## src/rtl/cla_nibble_seq.sv

```systemverilog
// -----------------------------------------------------------------------------
// cla_nibble_seq
//
// Adds two WIDTH-bit operands using one shared 4-bit carry-lookahead slice.
// The slice is used once per nibble, least significant nibble first. The
// carry out of each nibble feeds the carry-in of the next nibble.
//
// Parameters
//   WIDTH   operand/sum width (multiple of 4, >= 4); NIB = WIDTH/4 steps
//   SETTLE  cycles each nibble is held on the slice before capture (>= 1)
//
// Ports
//   clk, rst          clock (rising edge), synchronous active-high reset
//   start             add request, sampled only while idle
//   a_in, b_in, cin   operands and carry-in, latched when start is accepted
//   busy              high from acceptance until the cycle after done
//   done              one-cycle pulse; sum/cout/ovf valid from this cycle
//   sum, cout, ovf    result, carry out of MSB, signed overflow
//   cla_a, cla_b      nibble operands driven to the shared slice
//   cla_c             carry-in driven to the shared slice
//   cla_carry         slice carries; cla_carry[i] = carry out of bit i
// -----------------------------------------------------------------------------
module cla_nibble_seq #(
  parameter int WIDTH  = 16,
  parameter int SETTLE = 1
) (
  input  logic             clk,
  input  logic             rst,
  input  logic             start,
  input  logic [WIDTH-1:0] a_in,
  input  logic [WIDTH-1:0] b_in,
  input  logic             cin,
  output logic             busy,
  output logic             done,
  output logic [WIDTH-1:0] sum,
  output logic             cout,
  output logic             ovf,
  output logic [3:0]       cla_a,
  output logic [3:0]       cla_b,
  output logic             cla_c,
  input  logic [3:0]       cla_carry
);

  localparam int NIB = WIDTH / 4;
  localparam int IW  = (NIB > 1) ? $clog2(NIB) : 1;
  localparam int CW  = (SETTLE > 1) ? $clog2(SETTLE) : 1;

  localparam logic [1:0] S_IDLE = 2'd0;
  localparam logic [1:0] S_RUN  = 2'd1;
  localparam logic [1:0] S_DONE = 2'd2;

  logic [1:0]       state;
  logic [WIDTH-1:0] opa;
  logic [WIDTH-1:0] opb;
  logic             carry_reg;
  logic [IW-1:0]    idx;
  logic [IW-1:0]    nidx;
  logic [CW-1:0]    cnt;

  // Sum bit i is a^b^carry-into-bit-i; the slice only reports carries out,
  // so the carry-in vector is the slice carries shifted up by one with the
  // nibble carry-in at the bottom.
  function automatic logic [3:0] sum_nib(input logic [3:0] a,
                                         input logic [3:0] b,
                                         input logic [3:0] cvec);
    return a ^ b ^ cvec;
  endfunction

  assign nidx = idx + 1'b1;

  always_ff @(posedge clk) begin
    if (rst) begin
      state     <= S_IDLE;
      busy      <= 1'b0;
      done      <= 1'b0;
      sum       <= '0;
      cout      <= 1'b0;
      ovf       <= 1'b0;
      cla_a     <= 4'h0;
      cla_b     <= 4'h0;
      cla_c     <= 1'b0;
      opa       <= '0;
      opb       <= '0;
      carry_reg <= 1'b0;
      idx       <= '0;
      cnt       <= '0;
    end else begin
      done <= 1'b0;
      case (state)
        S_IDLE: begin
          if (start) begin
            opa       <= a_in;
            opb       <= b_in;
            carry_reg <= cin;
            idx       <= '0;
            cnt       <= '0;
            sum       <= '0;
            cout      <= 1'b0;
            ovf       <= 1'b0;
            // Present nibble 0 to the slice in the first RUN cycle.
            cla_a     <= a_in[3:0];
            cla_b     <= b_in[3:0];
            cla_c     <= cin;
            busy      <= 1'b1;
            state     <= S_RUN;
          end
        end
        S_RUN: begin
          if (cnt == CW'(SETTLE - 1)) begin
            sum[{idx, 2'b00} +: 4] <= sum_nib(cla_a, cla_b, {cla_carry[2:0], carry_reg});
            carry_reg <= cla_carry[3];
            cnt       <= '0;
            if (idx == IW'(NIB - 1)) begin
              // Top nibble: carry out is the result carry only, never wrapped.
              cout  <= cla_carry[3];
              ovf   <= cla_carry[2] ^ cla_carry[3];
              done  <= 1'b1;
              cla_a <= 4'h0;
              cla_b <= 4'h0;
              cla_c <= 1'b0;
              state <= S_DONE;
            end else begin
              idx   <= nidx;
              cla_a <= opa[{nidx, 2'b00} +: 4];
              cla_b <= opb[{nidx, 2'b00} +: 4];
              cla_c <= cla_carry[3];
            end
          end else begin
            cnt <= cnt + 1'b1;
          end
        end
        S_DONE: begin
          busy  <= 1'b0;
          state <= S_IDLE;
        end
        default: begin
          busy  <= 1'b0;
          state <= S_IDLE;
        end
      endcase
    end
  end

endmodule

```

## config.mk

```make
export PLATFORM = sky130hd
export DESIGN_NAME = cla_nibble_seq
export DESIGN_NICKNAME = d
export VERILOG_FILES = /design/src/rtl/cla_nibble_seq.sv
export SDC_FILE = /design/constraint.sdc
export NUM_CORES = 1
export LEC_CHECK = 0
export CORE_ASPECT_RATIO = 1.25
export CORE_MARGIN = 3
export CORE_UTILIZATION = 44
export CTS_CLUSTER_DIAMETER = 100
export CTS_CLUSTER_SIZE = 40
export DETAILED_ROUTE_END_ITERATION = 12
export PLACE_DENSITY_LB_ADDON = 0.3
export SYNTH_ARGS = -nofsm -noshare
export SYNTH_HDL_FRONTEND = slang
export SYNTH_SLANG_ARGS = --single-unit
```

## constraint.sdc

```tcl
create_clock -name clk -period 2 [get_ports clk]
set_input_delay 0.3 -clock clk [delete_from_list [all_inputs] [get_ports clk]]
set_output_delay 0.3 -clock clk [all_outputs]
set_load 0.005 [all_outputs]
```

* After elaboration in Yosys (flattened, before gate mapping) *
Cells that the tools add are included.

storage, ports and cells
  bits in registers = 67
  latch bits = 0
  bits in writable memories = 0
  ROM bits = 0
  input bits = 40
  output and inout bits = 29
  logic and storage cells = 79
  memories kept = 0

operators by class
  add/sub/neg operators = 3
  multiply operators = 0
  divide/modulo/power cells = 0
  order comparisons = 0
  equality and inequality tests = 6
  shifts and indexed selects = 4
  multiplexer cells = 38
  bitwise operators = 4
  reductions and logical operators = 10

operator list
  kind                                                   count
  two-way mux 16 bit                                     2
  one-hot mux 16 bit (2 select lines)                    1
  variable part select 16 x 5 -> 4 bit                   2
  two-way mux 4 bit                                      6
  bitwise mux 16 bit                                     1
  one-hot mux 4 bit (2 select lines)                     2
  variable shift 4 x 6 -> 16 bit (first input constant)  1
  variable part select 4 x 6 -> 16 bit                   1
  two-way mux 1 bit                                      12
  two-way mux 2 bit                                      6
  one-hot mux 1 bit (2 select lines)                     6
  inequality test 2 bit (second input constant)          4
  one-hot mux 2 bit (2 select lines)                     2
  AND reduction 4 bit                                    2
  bitwise XOR 4 bit                                      2
  negation 4 -> 6 bit                                    1
  AND reduction 2 bit                                    3
  AND reduction 3 bit                                    2
  OR reduction 3 bit                                     1
  adder 2 x 1 -> 2 bit (second input constant)           1
  equality test 2 x 1 -> 1 bit (second input constant)   1
  equality test 2 bit (second input constant)            1
  zero test 2 bit                                        1
  nonzero test 2 bit                                     1
  3 further kinds                                        3

* Depth between registers and ports, before layout *
  word-level depth = 6
  gate-level depth with buffers = 7
  gate-level depth less buffers = 5

* Worst setup path before layout *
OpenSTA, ideal clock, no wires.

  path kind = register -> register
  start = register idx[0]
  end = register cla_a[1]
  library setup time = 123 ps
  arrival time = 1941 ps
  required time = 1877 ps
  path slack = -65 ps
  stages on the path, launching flop included = 7
  path buffers = 1
  clock period less this slack = 2065 ps
  path through = dfxtp_1 > buf_2 > inv_1 > ha_1 > mux4_1 > a221oi_1 > nor3_1

between the ends
  word-level cells in the longest chain between the ends = 5
  elaborated cells on any way between the ends = 6
  classes of those cells = add/sub (1); eq/ne (1); shift (1); mux (3)

RTL lines
  item                                    RTL line  text
  start: declaration                      56        logic [IW-1:0] idx;
  start signal: assignment                123       idx <= nidx;
  adder 2 x 1 -> 2 bit                    69        assign nidx = idx + 1'b1;
  variable part select 16 x 5 -> 4 bit    124       cla_a <= opa[{nidx, 2'b00} +: 4];
  two-way mux 4 bit (*)                   113       if (idx == IW'(NIB - 1)) begin
  two-way mux 4 bit (*)                   109       if (cnt == CW'(SETTLE - 1)) begin
  one-hot mux 4 bit (2 select lines) (*)  89        case (state)
  end signal: assignment                  101       cla_a <= a_in[3:0];
  end signal: assignment                  124
  end: declaration                        38        output logic [3:0] cla_a,

Mark *: on every way between the ends. The rest lies on a longest branch, timed or not. The select of a mux whose other input is x is not followed.
A chain may end at the register's enable or synchronous reset.

* Final worst setup path *
  start = register idx[1]
  end = register cla_a[1]

Same word-level chain as after synthesis.

==> metrics.cfg <==
[run]
drv_cap=0

[clocking]
htree_levels=3
cts_resized=0
cts_root_buf=clkbuf_8
cts.sinks=66
clockBufferDepth=2
cts_hold_buffers=0
insertion_delay_ns=0.34
cts_tree=yes
clkTransAtPathRegs_ns=0.07
cts_setup_buffers=0
cts_buffers=9

[detailed_routing]
vias=2450
routed_via_density=5.28
detailedRoute.firstPassIterationCount=4
drt_iter0_drc=155
totalWireLength_microns=6620
post_drt_wl_per_cell_microns=14.3
drc_errors=0
ant_nets=0

[pwr]
pwr-share-seq_pct=47.4
p_int_w=0.00225
netSwitchingPower_w=0.000773
power_frac_comb_pct=16.1
p_leak_nw=1.38
power_density_nw_per_um2=784
power_w=0.00302
clockPowerShare_pct=36.5
swShare_pct=25.6
ir_drop_uv=425

[final_layout]
top_regs=opa x16, opb x16, sum x16
n_antenna_cell=0
final_util_pct=61.7
instances_no_fill=464
layout_common_cells=70 x nand2_1, 67 x clkdlybuf4s50_1, 65 x dfxtp_1
final_common_cell=nand2_1
area_growth_pct=34.2
layout.nets=419
num-fill-cells=559
final_layout_size_suffix_gt1_share_pct=14.0

[timing]
rsz0062_at_grt=false
slew_violations=0
hold_violations=0
setup_viol=0
setup_tns_ns=0
period_minus_slack_ns=1.78
relSlewSlack_pct=62.8
whs_ns=0.319
clock_skew_ns=0.00715
max_freq_mhz=562
max_slew.worst_pin.slew_ns=0.554
fin_crit_sh_pct=89.0

[logic_synthesis]
yosys_warnings=0
synthDistinctLibCells=38
synth-seq-cells=66
syn_nets=347
synth-seq-area-share_pct=46.0
netlist_area_sq_um=2870
avgSynthCellArea_sq_um=9.51
syn-instance-count=302

[global_route]
grt_overflow_total=0
grt_pass1_vias=2334
grt_usage_pct=18.7
grt_max_degree=33
antenna_found_initial=0
grt_first_pass_wirelength_microns=10900

[setup_path]
worstReg2RegStart=idx[1]
reg2regPathDepth=5
cp.required_ns=2.22
rr_endpoint=cla_a[1]
regToRegSetupSlack_ns=0.22
critPathCaptureType=flip-flop
crit_fanout=7
cp-start-kind=flip-flop
crit_arrival_ns=2.00
critPathKind=reg -> reg

[status]
outcome=complete, no violations

[worst_hold_path]
hp-class=in -> reg
hold_end=state[0]
min_delay_path_depth=2
min_from=rst

[die]
die_w_microns=78.3
die_h_microns=96.3
dieArea_sq_um=7540
io_pins=69
start_util_pct=46.0
num_rows=32
core-area_sq_um=6250

[placed_design]
port-buffer-count=68
gp_congestion=0.856
hpwl_microns=4890
place_inst=448

## cell type report
type	instances	area (sq um)	area share (%)
timing repair buffer	81	786	20.4
clock buffer	10	138	3.57
multi-input combinational	212	1420	36.9
tap	85	106	2.76
sequential	66	1320	34.3
inverter	4	15.0	0.389
clock inverter	6	66.3	1.72
## worst max-delay path, stage by stage, from the launching register on
cell and delay, ns:
dfxtp_1 0.37, inv_1 0.11, ha_4 0.33, mux4_1 0.57
a221oi_2 0.22, nor3_1 0.06
## Yosys cell counts
cell type | number | area [sq um]
nor2_1 | 6 | 22.5
o2bb2ai_1 | 16 | 140
a31oi_1 | 4 | 25.0
mux2_2 | 3 | 33.8
buf_2 | 8 | 40.0
or2b_1 | 3 | 22.5
nor3_1 | 5 | 25.0
mux2i_1 | 1 | 10.0
o211ai_1 | 1 | 7.51
ha_1 | 5 | 62.6
and4bb_2 | 1 | 12.5
nor2b_1 | 1 | 6.26
buf_6 | 5 | 56.3
clkbuf_1 | 4 | 15.0
a21oi_2 | 3 | 26.3
xnor2_1 | 4 | 35.0
buf_4 | 3 | 22.5
a21oi_1 | 44 | 220
or3b_2 | 1 | 8.76
o21ba_2 | 2 | 20.0
and3b_1 | 2 | 17.5
mux4_2 | 7 | 158
nand2b_1 | 2 | 12.5
o21ai_0 | 3 | 15.0
inv_1 | 4 | 15.0
nor4bb_1 | 1 | 10.0
xor2_1 | 5 | 43.8
dfxtp_1 | 66 | 1320
nor3b_2 | 1 | 12.5
mux4_1 | 1 | 26.3
nor3b_1 | 4 | 30.0
nand2_1 | 70 | 263
a221oi_1 | 4 | 35.0
nor3b_4 | 2 | 37.5
a32oi_1 | 1 | 8.76
or3b_1 | 1 | 8.76
nand4_1 | 5 | 31.3
nand3_1 | 3 | 15.0
## power by group through the flow
| stage | Combinational [W] | Clock (W) | Sequential [W] |
|---|---|---|---|
| floorplan | 0.000292 | 0 | 0.00145 |
| CTS | 0.000484 | 0.00114 | 0.00143 |
| global route | 0.000537 | 0.00119 | 0.00144 |
| detailed placement | 0.000481 | 0 | 0.00146 |
| global placement | 0.000473 | 0 | 0.00146 |
| finish | 0.000486 | 0.00110 | 0.00143 |
## layer usage
| metal | routed length [microns] | share of wire (%) | global-route usage, % |
|---|---|---|---|
| met5 | 0 | 0 | 0 |
| met4 | 132 | 2.0 | 8.75 |
| met3 | 293 | 4.4 | 4.49 |
| met2 | 3290 | 50 | 30.4 |
| met1 | 2910 | 44 | 23.5 |
## stage by stage
step / worst slack [ns] / instance area [sq um]
after floorplan: 0.0656 / 2880
after global placement: 0.160 / 3630
after detailed placement: 0.0862 / 3630
after CTS: 0.0628 / 3840
after global routing: 0.0781 / 3850
final: 0.220 / 3850
## logic make-up after synthesis
family,after synthesis,synth area share [%]
buffers and inverters,24,5.18
and+or+nand+nor,108,18.6
xor gates and xnor gates,9,2.74
AOI/OAI and AO/OA,78,17.3
DFF,66,46.0
muxes,12,7.93
adders and majority gates,5,2.18
## worst max path at each step
stage,start,slack (ns),endpoint
after floorplan,idx[0],0.07,cla_a[1]
after global placement,idx[1],0.16,cla_a[1]
after detailed placement,idx[1],0.09,cla_a[1]
after CTS,idx[1],0.06,cla_a[1]
after global routing,idx[1],0.08,cla_a[1]
final,idx[1],0.22,cla_a[1]
Power figures use the tool's default switching activity.
